## src/rtl/hwpe_ctrl_slave.sv

```systemverilog
// HWPE control-port TCDM slave: job-acquire lock, job config registers, job FSM and per-core completion events.
// Optional feature macro: HWPE_CTRL_PERF_CNT_EN adds a saturating RUNNING-cycle counter at word 0x14.

package hwpe_ctrl_pkg;
    typedef struct packed {
        logic [31:0] addr;
        logic        write;
        logic [31:0] data;
        logic [3:0]  strb;
    } periph_req_chan_t;

    typedef struct packed {
        periph_req_chan_t q;
        logic             q_valid;
    } periph_req_t;

    typedef struct packed {
        logic [31:0] data;
    } periph_rsp_chan_t;

    typedef struct packed {
        logic             q_ready;
        periph_rsp_chan_t p;
        logic             p_valid;
    } periph_rsp_t;
endpackage

module hwpe_ctrl_slave #(
    parameter int unsigned NrCores    = 9,
    parameter int unsigned NumJobRegs = 8,
    parameter type periph_req_t = hwpe_ctrl_pkg::periph_req_t,
    parameter type periph_rsp_t = hwpe_ctrl_pkg::periph_rsp_t
) (
    input  logic                     clk_i,
    input  logic                     rst_ni,
    input  periph_req_t              ctrl_req_i,
    output periph_rsp_t              ctrl_rsp_o,
    output logic [NumJobRegs*32-1:0] job_regs_o,
    output logic                     start_o,
    input  logic                     done_i,
    output logic                     busy_o,
    output logic [NrCores-1:0]       evt_o
);

    localparam logic [5:0] AddrTrigger = 6'h00;
    localparam logic [5:0] AddrAcquire = 6'h01;
    localparam logic [5:0] AddrStatus  = 6'h02;
    localparam logic [5:0] AddrSoftClr = 6'h03;
    localparam logic [5:0] AddrEvtEn   = 6'h04;
`ifdef HWPE_CTRL_PERF_CNT_EN
    localparam logic [5:0] AddrPerfCyc = 6'h05;
`endif
    localparam logic [5:0] AddrJobBase = 6'h08;
    localparam logic [6:0] JobEnd      = 7'(8 + NumJobRegs);

    typedef enum logic [1:0] {Idle, Locked, Running, Done} state_e;

    state_e                         state_q;
    logic [7:0]                     jobId_q;
    logic [NrCores-1:0]             evtEn_q, evtEn_d, evt_q;
    logic                           start_q, pValid_q;
    logic [31:0]                    rdata_q, rdata_d;
    logic [NumJobRegs-1:0][31:0]    jobRegs_q;
`ifdef HWPE_CTRL_PERF_CNT_EN
    logic [31:0]                    perfCnt_q;
`endif

    logic [5:0] wordAddr, jobIdx;
    logic       wrEn, rdEn, jobHit;
    logic       unused_addr;

    assign wordAddr    = ctrl_req_i.q.addr[7:2];
    assign wrEn        = ctrl_req_i.q_valid & ctrl_req_i.q.write;
    assign rdEn        = ctrl_req_i.q_valid & ~ctrl_req_i.q.write;
    assign jobIdx      = wordAddr - AddrJobBase;
    assign jobHit      = (wordAddr >= AddrJobBase) && ({1'b0, wordAddr} < JobEnd);
    assign unused_addr = ^{ctrl_req_i.q.addr[31:8], ctrl_req_i.q.addr[1:0]};

    function automatic logic [31:0] strbMerge(input logic [31:0] oldVal, input logic [31:0] newVal,
                                              input logic [3:0] strb);
        logic [31:0] res;
        for (int b = 0; b < 4; b++) begin
            res[8*b +: 8] = strb[b] ? newVal[8*b +: 8] : oldVal[8*b +: 8];
        end
        return res;
    endfunction

    // Read data is captured at acceptance so ACQUIRE/STATUS report the pre-update state.
    always_comb begin
        rdata_d = '0;
        evtEn_d = evtEn_q;
        if (wrEn && wordAddr == AddrEvtEn) begin
            for (int i = 0; i < NrCores; i++) begin
                evtEn_d[i] = ctrl_req_i.q.strb[i/8] ? ctrl_req_i.q.data[i] : evtEn_q[i];
            end
        end
        if (rdEn) begin
            case (wordAddr)
                AddrAcquire: rdata_d = (state_q == Idle) ? {24'h0, jobId_q} : 32'hFFFF_FFFF;
                AddrStatus:  rdata_d = {22'h0, state_q == Running, state_q == Locked, jobId_q};
                AddrEvtEn:   rdata_d = 32'(evtEn_q);
`ifdef HWPE_CTRL_PERF_CNT_EN
                AddrPerfCyc: rdata_d = perfCnt_q;
`endif
                default: begin
                    for (int i = 0; i < NumJobRegs; i++) begin
                        if (jobHit && jobIdx == 6'(i)) rdata_d = jobRegs_q[i];
                    end
                end
            endcase
        end
    end

    always_ff @(posedge clk_i or negedge rst_ni) begin
        if (!rst_ni) begin
            state_q   <= Idle;
            jobId_q   <= '0;
            evtEn_q   <= '0;
            evt_q     <= '0;
            start_q   <= 1'b0;
            pValid_q  <= 1'b0;
            rdata_q   <= '0;
            jobRegs_q <= '0;
`ifdef HWPE_CTRL_PERF_CNT_EN
            perfCnt_q <= '0;
`endif
        end else begin
            pValid_q <= ctrl_req_i.q_valid;
            rdata_q  <= rdata_d;
            start_q  <= 1'b0;
            evt_q    <= '0;
            evtEn_q  <= evtEn_d;
            if (wrEn && state_q == Locked) begin
                for (int i = 0; i < NumJobRegs; i++) begin
                    if (jobHit && jobIdx == 6'(i)) begin
                        jobRegs_q[i] <= strbMerge(jobRegs_q[i], ctrl_req_i.q.data, ctrl_req_i.q.strb);
                    end
                end
            end
            // Soft clear overrides everything, including a done_i arriving in the same cycle.
            if (wrEn && wordAddr == AddrSoftClr) begin
                state_q   <= Idle;
                jobRegs_q <= '0;
            end else begin
                case (state_q)
                    Idle: if (rdEn && wordAddr == AddrAcquire) state_q <= Locked;
                    Locked: begin
                        if (wrEn && wordAddr == AddrTrigger) begin
                            state_q <= Running;
                            start_q <= 1'b1;
`ifdef HWPE_CTRL_PERF_CNT_EN
                            perfCnt_q <= '0;
`endif
                        end
                    end
                    Running: begin
`ifdef HWPE_CTRL_PERF_CNT_EN
                        if (perfCnt_q != 32'hFFFF_FFFF) perfCnt_q <= perfCnt_q + 32'd1;
`endif
                        if (done_i) begin
                            state_q <= Done;
                            evt_q   <= evtEn_q;
                        end
                    end
                    Done: begin
                        state_q <= Idle;
                        jobId_q <= jobId_q + 8'd1;
                    end
                    default: state_q <= Idle;
                endcase
            end
        end
    end

    assign start_o    = start_q;
    assign evt_o      = evt_q;
    assign busy_o     = (state_q == Running);
    assign job_regs_o = jobRegs_q;

    always_comb begin
        ctrl_rsp_o         = '0;
        ctrl_rsp_o.q_ready = 1'b1;
        ctrl_rsp_o.p.data  = rdata_q;
        ctrl_rsp_o.p_valid = pValid_q;
    end

endmodule

```

## config.mk

```make
export PLATFORM = sky130hd
export DESIGN_NAME = hwpe_ctrl_slave
export DESIGN_NICKNAME = d
export VERILOG_FILES = /design/src/rtl/hwpe_ctrl_slave.sv
export SDC_FILE = /design/constraint.sdc
export NUM_CORES = 1
export LEC_CHECK = 0
export CELL_PAD_IN_SITES_DETAIL_PLACEMENT = 1
export CELL_PAD_IN_SITES_GLOBAL_PLACEMENT = 2
export CORE_MARGIN = 2
export CORE_UTILIZATION = 34
export DETAILED_ROUTE_END_ITERATION = 12
export GPL_ROUTABILITY_DRIVEN = 0
export PLACE_DENSITY_LB_ADDON = 0.1
export SYNTH_ARGS = -nofsm -noshare
export SYNTH_HDL_FRONTEND = slang
export SYNTH_SLANG_ARGS = --single-unit
```

## constraint.sdc

```tcl
create_clock -name clk_i -period 6.6 [get_ports clk_i]
set_input_delay 1.65 -clock clk_i [delete_from_list [all_inputs] [get_ports clk_i]]
set_output_delay 1.65 -clock clk_i [all_outputs]
set_load 0.02 [all_outputs]
```

==> flow_metrics.env, run 1 <==
export IMPL_status="finished, final reports clean"
export IMPL_cp_slowest_stage_delay_ns=0.89
export IMPL_cp_cell_sequence="clkdlybuf4s50_1 -> inv_1 -> ha_1 -> nand2_1 -> or4_2 -> nor2_1 -> o21ai_1 -> mux2_2"
export IMPL_ys_seq_area_frac=0.536
export IMPL_synth_common_cells="dfrtp_1, a22o_1, nand2_1"
export IMPL_p_per_area_nw_per_um2=251
export IMPL_dr_pass1_iters=4
export IMPL_skew_ns=0.0186
export IMPL_grt_max_degree=123
export IMPL_worstPathArrival_ns=5.08
export IMPL_critPathKind="in2reg"
export IMPL_synthArstFlopShare=1.00
export IMPL_placementRows=76
export IMPL_max_cap_violations=0
export IMPL_fp_dieH_um=213
export IMPL_synth_nets=1369
export IMPL_cts_max_path_buffers=3
export IMPL_cp_required_ns=7.02
export IMPL_final_nets=1684
export IMPL_drv_slew=0
export IMPL_drcViolationCount=0
export IMPL_utilization=0.468
export IMPL_setup_tns_ns=0
export IMPL_rsz0062_at_grt="false"
export IMPL_antenna_found_initial=0
export IMPL_grt_usage=0.254
export IMPL_yosysTopAreaCell="dfrtp_1"
export IMPL_slew_headroom=0.162
export IMPL_dieWidth_um=213
export IMPL_synthesis_area_um2=14900
export IMPL_cts_setup_buffers=0
export IMPL_grt_first_pass_wirelength_um=85400
export IMPL_cts_htree_levels=2
export IMPL_cts_sinks=318
export IMPL_synthTopCellsByArea="dfrtp_1, mux2_2, a22o_1"
export IMPL_dp_hpwl_um=39200
export IMPL_hold_viol=0
export IMPL_via_count=12100
export IMPL_yosys_warnings=0
export IMPL_clk_insertion_delay_late_ns=0.56
export IMPL_post_route_period_util=0.706
export IMPL_path_clk_slew_ns=0.05
export IMPL_start_util=0.345
export IMPL_area_growth_pct=35.6
export IMPL_ant_nets=0
export IMPL_cts_repair_resized=0
export IMPL_fillers=4557
export IMPL_cts_root_buf="clkbuf_16"
export IMPL_min_path_type="reg2reg"
export IMPL_postCtsHoldBufs=0
export IMPL_vias_per_cell=5.47
export IMPL_routed_wl_um=57300
export IMPL_synth_cell_type_count=50
export IMPL_seq_area_um2=7960
export IMPL_pin_count=374
export IMPL_syn_area_per_cell_um2=11.5
export IMPL_cp_end_kind="flip-flop"
export IMPL_cts_tree="done"
export IMPL_tightest_slew_ns=1.25
export IMPL_grt_pass1_vias=12900
export IMPL_cts_inserted_buffers=39
export IMPL_setup_viol_count_final=0
export IMPL_crit_path_start_kind="input port"
export IMPL_synth_most_common_cell="dfrtp_1"
export IMPL_yosysTopAreaCellShare=0.536
export IMPL_core_area_um2=43100
export IMPL_die_area_um2=45400
export IMPL_max_freq_mhz=214
export IMPL_multi_input_area_um2=6510
export IMPL_grt_ovfl_total=0
export IMPL_first_iter_violations=565
export IMPL_drive_gt1_frac=0.143
export IMPL_ys_ff_latch=318
export IMPL_synth_ff_type="dfrtp_1"
export IMPL_port_buffers=346
export IMPL_netlist_instances=1290
export IMPL_wl_per_cell_um=25.8
export IMPL_path_max_fanout=24
export IMPL_p_leak_nw=8.75
export IMPL_cpMaxStageDelayCell="o21ai_1"
export IMPL_min_period_ns=4.66
export IMPL_ir_worst_vdd_mv=0.200
export IMPL_synth_edf_count=0
## sequential cells by signal, summed over array words and instances (netlist names)
register and flops:
job_regs_o 256, evt_o 9, pValid_q 1, evtEn_q 9, start_o 1, state_q 2, rdata_q 32, jobId_q 8
## stage by stage
step	power [W]	std cells	worst slack (ns)	hold slack (ns)	instance area, µm²
after floorplan	0.00252	1290	2.89	0.446	14900
after global placement	0.00289	2149	1.47	0.467	18800
after detailed placement	0.00290	2149	1.38	0.481	18800
after CTS	0.00512	2218	1.95	0.495	20100
after global routing	0.00526	2218	1.77	0.518	20100
final	0.00506	2219	1.94	0.492	20100
## where the power goes
| group | internal (W) | switching, W | leakage (nW) |
|---|---|---|---|
| logic | 0.000302 | 0.000409 | 3.72 |
| clock network | 0.00135 | 0.000843 | 0.642 |
| registers | 0.00205 | 0.000100 | 4.38 |
| total | 0.00371 | 0.00135 | 8.75 |
## final timing paths
kind,from,end,slack [ns],depth (start not counted)
max in group asynchronous,rst_ni,job_regs_o[211]$_DFFE_PN0P_,4.14,2
min in group asynchronous,rst_ni,job_regs_o[70]$_DFFE_PN0P_,1.04,1
min,jobId_q[7]$_DFFE_PN0P_,jobId_q[7]$_DFFE_PN0P_,0.49,1
max,ctrl_req_i[43],job_regs_o[104]$_DFFE_PN0P_,1.94,8
min reg2reg,jobId_q[7]$_DFFE_PN0P_,jobId_q[7]$_DFFE_PN0P_,0.49,1
max reg2reg,state_q[1]$_DFFE_PN0P_,job_regs_o[229]$_DFFE_PN0P_,3.54,7
## cell usage in the layout, fill, tap and decap left out, types with 9 or more instances in the layout
master             n
a22oi_1           18
a31oi_1            9
mux2_2           115
buf_4             18
and2_1            50
dfrtp_1          318
clkdlybuf4s50_1  343
a21oi_1           16
mux2i_1           65
nor3_1            24
nand2_1          125
o21ai_1           20
nor2_1            42
nand3_1           16
clkbuf_8           9
a221oi_1          41
a22o_1           141
o21ai_0           89
nor3_4            13
clkbuf_1          12
clkbuf_16         41
and3_1            13
## routing by layer
layer | track usage | up-vias | wire, µm
li1 | - | 5431 | -
met1 | 0.335 | 6342 | 24800
met2 | 0.421 | 296 | 27900
met3 | 0.0634 | 58 | 3610
met4 | 0.0552 | 0 | 1000
met5 | 0 | - | 0
## cell families after synthesis
family,count (synthesis),share of synthesized area
compound gates,367,0.181
xor+xnor,8,0.00472
fa+ha+maj,6,0.00505
buf+inv,96,0.0286
flops,318,0.536
mux,183,0.136
other cells,1,0.000252
simple gates,311,0.109
## worst max-delay path, delay by kind of cell
| family | cells | cell delay (ns) |
|---|---|---|
| AOI/OAI and AO/OA | 1 | 0.89 |
| buffers and inverters | 2 | 0.78 |
| muxes | 1 | 0.42 |
| and+or+nand+nor | 3 | 1.02 |
| adders and majority gates | 1 | 0.32 |
## final cells by class
cell class,instances,share of cell area
Multi-Input combinational cell,876,0.323
Timing Repair Buffer,363,0.179
Inverter,7,0.00130
Tap cell,585,0.0363
Clock buffer,62,0.0593
Antenna cell,1,0.000124
Sequential cell,318,0.395
Clock inverter,7,0.00565
No activity file was read; power rests on OpenSTA's default activity.
==> inputs of run 2 (changes only) <==
- CORE_UTILIZATION: 34 -> 32
- clock period: 6.6 -> 4.36 ns (I/O delays scaled with it)
==> run 2 against run 1 <==
  * Largest cell class unchanged
  * Power up 53%
  * Worst hold slack worse by 0.015 ns
  * Sequential power up 52%
==> flow_metrics.env, run 2 (synthesis gave the netlist of run 1 again) <==
export IMPL_antenna_found_initial=1
export IMPL_core_area_um2=45600
export IMPL_p_sw_w=0.00207
export IMPL_fillers=4837
export IMPL_grt_ovfl_total=0
export IMPL_pwr_share_seq=0.423
export IMPL_setup_tns_ns=0
export IMPL_layout_setup_ws_ns=0.707
export IMPL_max_freq_mhz=274
export IMPL_cp_required_ns=4.78
export IMPL_finalPower_w=0.00772
export IMPL_cts_setup_buffers=0
export IMPL_final_nets=1710
export IMPL_p_leak_nw=8.92
export IMPL_status="finished, final reports clean"
export IMPL_drive_gt1_frac=0.160
export IMPL_first_iter_violations=747
export IMPL_antenna_cells=0
export IMPL_postCtsHoldBufs=0
export IMPL_post_route_period_util=0.838
export IMPL_max_cap_violations=0
export IMPL_min_path_type="reg2reg"
export IMPL_port_buffers=346
export IMPL_p_int_w=0.00565
export IMPL_final_cells=2259
export IMPL_largest_reg_flops=256
export IMPL_cts_inserted_buffers=39
export IMPL_cts_sinks=318
export IMPL_grt_usage=0.242
export IMPL_crit_path_start_kind="input port"
export IMPL_place_area_um2=19100
export IMPL_cts_root_buf="clkbuf_16"
export IMPL_hold_viol=0
export IMPL_path_max_fanout=12
export IMPL_r2r_slack_ns=1.60
export IMPL_skew_ns=0.0210
export IMPL_grt_max_degree=100
export IMPL_preCtsSetupSlack_ns=0.182
export IMPL_via_count=12300
export IMPL_cts_max_path_buffers=3
export IMPL_clockPowerShare=0.437
export IMPL_pin_count=374
export IMPL_worstPathArrival_ns=4.08
export IMPL_die_area_um2=48200
export IMPL_min_period_ns=3.65
export IMPL_layout_commonest_cell="clkdlybuf4s50_1"
export IMPL_fp_dieH_um=219
export IMPL_dp_hpwl_um=40800
export IMPL_critPathKind="in2reg"
export IMPL_vias_per_cell=5.45
export IMPL_placed_cells=2190
export IMPL_dr_pass1_iters=4
export IMPL_p_per_area_nw_per_um2=378
export IMPL_area_growth_pct=37.6
export IMPL_dieWidth_um=219
export IMPL_drcViolationCount=0
export IMPL_stdcell_area_um2=20400
export IMPL_ir_worst_vdd_mv=0.230
export IMPL_slew_headroom=0.146
export IMPL_cp_end_kind="flip-flop"
export IMPL_setup_viol_count_final=0
export IMPL_start_util=0.326
export IMPL_cts_htree_levels=2
export IMPL_grt_first_pass_wirelength_um=86900
export IMPL_tightest_slew_ns=1.27
export IMPL_wl_per_cell_um=25.8
export IMPL_drv_slew=0
export IMPL_rsz0062_at_grt="false"
export IMPL_placementRows=78
export IMPL_grt_pass1_vias=12900
export IMPL_path_clk_slew_ns=0.06
export IMPL_ant_nets=0
export IMPL_layout_common_cells="clkdlybuf4s50_1, dfrtp_1, a22o_1"
export IMPL_p_sw_frac=0.268
export IMPL_pwr_share_comb=0.141
export IMPL_clk_insertion_delay_late_ns=0.56
export IMPL_cts_tree="done"
export IMPL_routed_wl_um=58300
export IMPL_cts_repair_resized=0
## run 2: cell count changes in the layout (fill, tap and decap cells not counted), sizes merged
cell	previous run	this run
buf	20	46
clkbuf	62	58
clkinv	4	8
diode	1	0
## run 2: per-stage QoR
step	hold WS (ns)	utilization
finish	0.477	0.448
global placement	0.465	0.419
CTS	0.478	0.448
floorplan	0.446	-
detailed placement	0.466	0.419
global route	0.533	0.448
## run 2: power groups by stage
| stage | combinational [W] | sequential (W) | clock [W] |
|---|---|---|---|
| after floorplan | 0.000410 | 0.00340 | 0 |
| after global placement | 0.00108 | 0.00331 | 0 |
| after detailed placement | 0.00110 | 0.00331 | 0 |
| after CTS | 0.00111 | 0.00326 | 0.00346 |
| after global routing | 0.00118 | 0.00328 | 0.00356 |
| final | 0.00109 | 0.00326 | 0.00337 |
## run 2: final timing paths
| path | from | to | cells past startpoint |
|---|---|---|---|
| setup / recovery | ctrl_req_i[44] | job_regs_o[99]$_DFFE_PN0P_ | 9 |
| hold / removal | jobId_q[7]$_DFFE_PN0P_ | jobId_q[7]$_DFFE_PN0P_ | 1 |
| setup reg to reg | state_q[1]$_DFFE_PN0P_ | job_regs_o[116]$_DFFE_PN0P_ | 8 |
| hold reg to reg | jobId_q[7]$_DFFE_PN0P_ | jobId_q[7]$_DFFE_PN0P_ | 1 |
| max in group asynchronous | rst_ni | job_regs_o[47]$_DFFE_PN0P_ | 3 |
| min in group asynchronous | rst_ni | job_regs_o[2]$_DFFE_PN0P_ | 1 |
## run 2: per-layer routing
layer / global-route usage / routed length (µm)
met5: 0 / 14
met2: 0.404 / 28400
met3: 0.0531 / 3340
met1: 0.318 / 25500
met4: 0.0588 / 1040
## run 2: worst max-delay path, stage by stage
cell             delay, ns
clkdlybuf4s50_1       0.57
inv_1                 0.07
ha_1                  0.29
nand2_1               0.11
or4_2                 0.15
buf_4                 0.28
nor2_1                0.10
o21ai_1               0.98
mux2_2                0.43
## run 2: area by class of cell
cell class	instances	area (µm²)	area share
repair buffers	389	3860	0.189
inverters	7	26.3	0.00129
clock inverters	11	130	0.00637
well taps	600	751	0.0367
clock buffers	58	1200	0.0587
multi-input cells	876	6510	0.319
flip-flops and latches	318	7960	0.389
==> inputs of run 3 (changes only) <==
- clock period: 4.36 -> 3.8 ns (I/O delays scaled with it)
==> run 3 against run 2 <==
  * Worst hold slack lost 0.15 ns
  * Critical endpoint is now job_regs_o[246]$_DFFE_PN0P_
  * Clock power up 5%
  * Global-route usage up 0.060 points
  * Critical path type unchanged
  * Routed wire length decreased by 0.30%
  * Final cell count increased by 0.71%
==> flow_metrics.env, run 3 (synthesis gave the netlist of run 1 again) <==
export IMPL_setup_viol_count_final=0
export IMPL_drcViolationCount=0
export IMPL_drv_slew=0
export IMPL_cp_required_ns=4.22
export IMPL_area_growth_pct=37.9
export IMPL_path_clk_slew_ns=0.06
export IMPL_p_leak_nw=8.96
export IMPL_largest_reg_flops=256
export IMPL_max_cap_violations=0
export IMPL_cts_inserted_buffers=38
export IMPL_dp_hpwl_um=41300
export IMPL_clk_insertion_delay_late_ns=0.54
export IMPL_path_max_fanout=11
export IMPL_grt_busiest_layer="met2"
export IMPL_grt_util_met2=0.402
export IMPL_place_area_um2=19300
export IMPL_vias_per_cell=5.39
export IMPL_routed_wl_um=58100
export IMPL_rsz0062_at_grt="false"
export IMPL_p_per_area_nw_per_um2=416
export IMPL_ant_nets=0
export IMPL_met1_usage=0.319
export IMPL_grt_first_pass_wirelength_um=86900
export IMPL_placed_cells=2213
export IMPL_dr_pass1_iters=4
export IMPL_min_period_ns=3.35
export IMPL_reg2reg_depth=7
export IMPL_placementRows=78
export IMPL_core_area_um2=45600
export IMPL_hold_viol=0
export IMPL_ir_worst_vdd_mv=0.292
export IMPL_layout_commonest_cell="clkdlybuf4s50_1"
export IMPL_cp_end_kind="flip-flop"
export IMPL_fp_dieH_um=219
export IMPL_postCtsHoldBufs=0
export IMPL_max_freq_mhz=298
export IMPL_wl_per_cell_um=25.6
export IMPL_cts_root_buf="clkbuf_16"
export IMPL_first_iter_violations=682
export IMPL_crit_path_start_kind="input port"
export IMPL_use_met3=0.0533
export IMPL_antenna_found_initial=1
export IMPL_via_count=12300
export IMPL_critPathKind="in2reg"
export IMPL_pin_count=374
export IMPL_final_nets=1732
export IMPL_cts_repair_resized=0
export IMPL_final_cells=2275
export IMPL_grt_pass1_vias=13100
export IMPL_cts_max_path_buffers=3
export IMPL_grt_max_degree=85
export IMPL_dieWidth_um=219
export IMPL_grt_ovfl_total=0
export IMPL_antenna_cells=0
export IMPL_stdcell_area_um2=20500
export IMPL_grt_usage=0.242
export IMPL_drive_gt1_frac=0.167
export IMPL_cts_htree_levels=2
export IMPL_slew_headroom=0.203
export IMPL_status="finished, final reports clean"
export IMPL_tightest_slew_ns=1.19
export IMPL_cts_tree="done"
export IMPL_cts_sinks=318
export IMPL_cts_setup_buffers=0
export IMPL_layout_common_cells="clkdlybuf4s50_1, dfrtp_1, a22o_1"
export IMPL_worstPathArrival_ns=3.77
export IMPL_post_route_period_util=0.882
export IMPL_port_buffers=346
export IMPL_start_util=0.326
export IMPL_skew_ns=0.0137
export IMPL_min_path_type="in2async"
export IMPL_die_area_um2=48200
-- run 3: routing by layer --
layer,vias up,wire (µm)
li1,5506,-
met1,6336,25200
met2,329,28100
met3,80,3530
met4,2,1250
met5,-,16
-- run 3: cell type report --
cell class	count	area, µm²
clock buffers	59	1180
clock inverters	3	15.0
fillers	4868	25100
inverters	7	26.3
multi-input cells	876	6510
flip-flops and latches	318	7960
well taps	600	751
repair buffers	412	4050
-- run 3: critical path: stages --
cell and delay, ns:
clkdlybuf4s50_1 0.56, inv_1 0.07, ha_1 0.29, nand4b_1 0.12, or2_2 0.29, nor2_1 0.13, o21ai_1 0.92, mux2_2 0.43
-- run 3: metrics by stage --
| stage | util | TNS, ns | hold WS, ns | setup slack [ns] | power (W) |
|---|---|---|---|---|---|
| 6_report | 0.450 | 0 | 0.328 | 0.449 | 0.00853 |
| 5_1_grt | 0.450 | 0 | 0.353 | 0.398 | 0.00887 |
| 4_1_cts | 0.450 | 0 | 0.330 | 0.477 | 0.00864 |
| 3_5_place_dp | 0.423 | -0.654 | 0.469 | -0.0920 | 0.00507 |
| 3_3_place_gp | 0.423 | -0.283 | 0.466 | -0.0367 | 0.00504 |
| 2_1_floorplan | - | 0 | 0.446 | 0.787 | 0.00438 |
-- run 3: path summary, 6_finish.rpt --
check	slack, ns	startpoint	to
worst max-delay path	0.45	ctrl_req_i[44]	job_regs_o[246]$_DFFE_PN0P_
worst min-delay path	0.33	rst_ni	job_regs_o[66]$_DFFE_PN0P_
worst max register to register	1.05	state_q[1]$_DFFE_PN0P_	job_regs_o[246]$_DFFE_PN0P_
worst min register to register	0.48	jobId_q[7]$_DFFE_PN0P_	jobId_q[7]$_DFFE_PN0P_
max in group asynchronous	2.60	rst_ni	job_regs_o[211]$_DFFE_PN0P_
min in group clk_i	0.48	jobId_q[7]$_DFFE_PN0P_	jobId_q[7]$_DFFE_PN0P_
-- run 3: power breakdown --
group / switching (W) / internal, W
Combinational: 0.000716 / 0.000549
Clock: 0.00140 / 0.00212
Sequential: 0.000176 / 0.00356
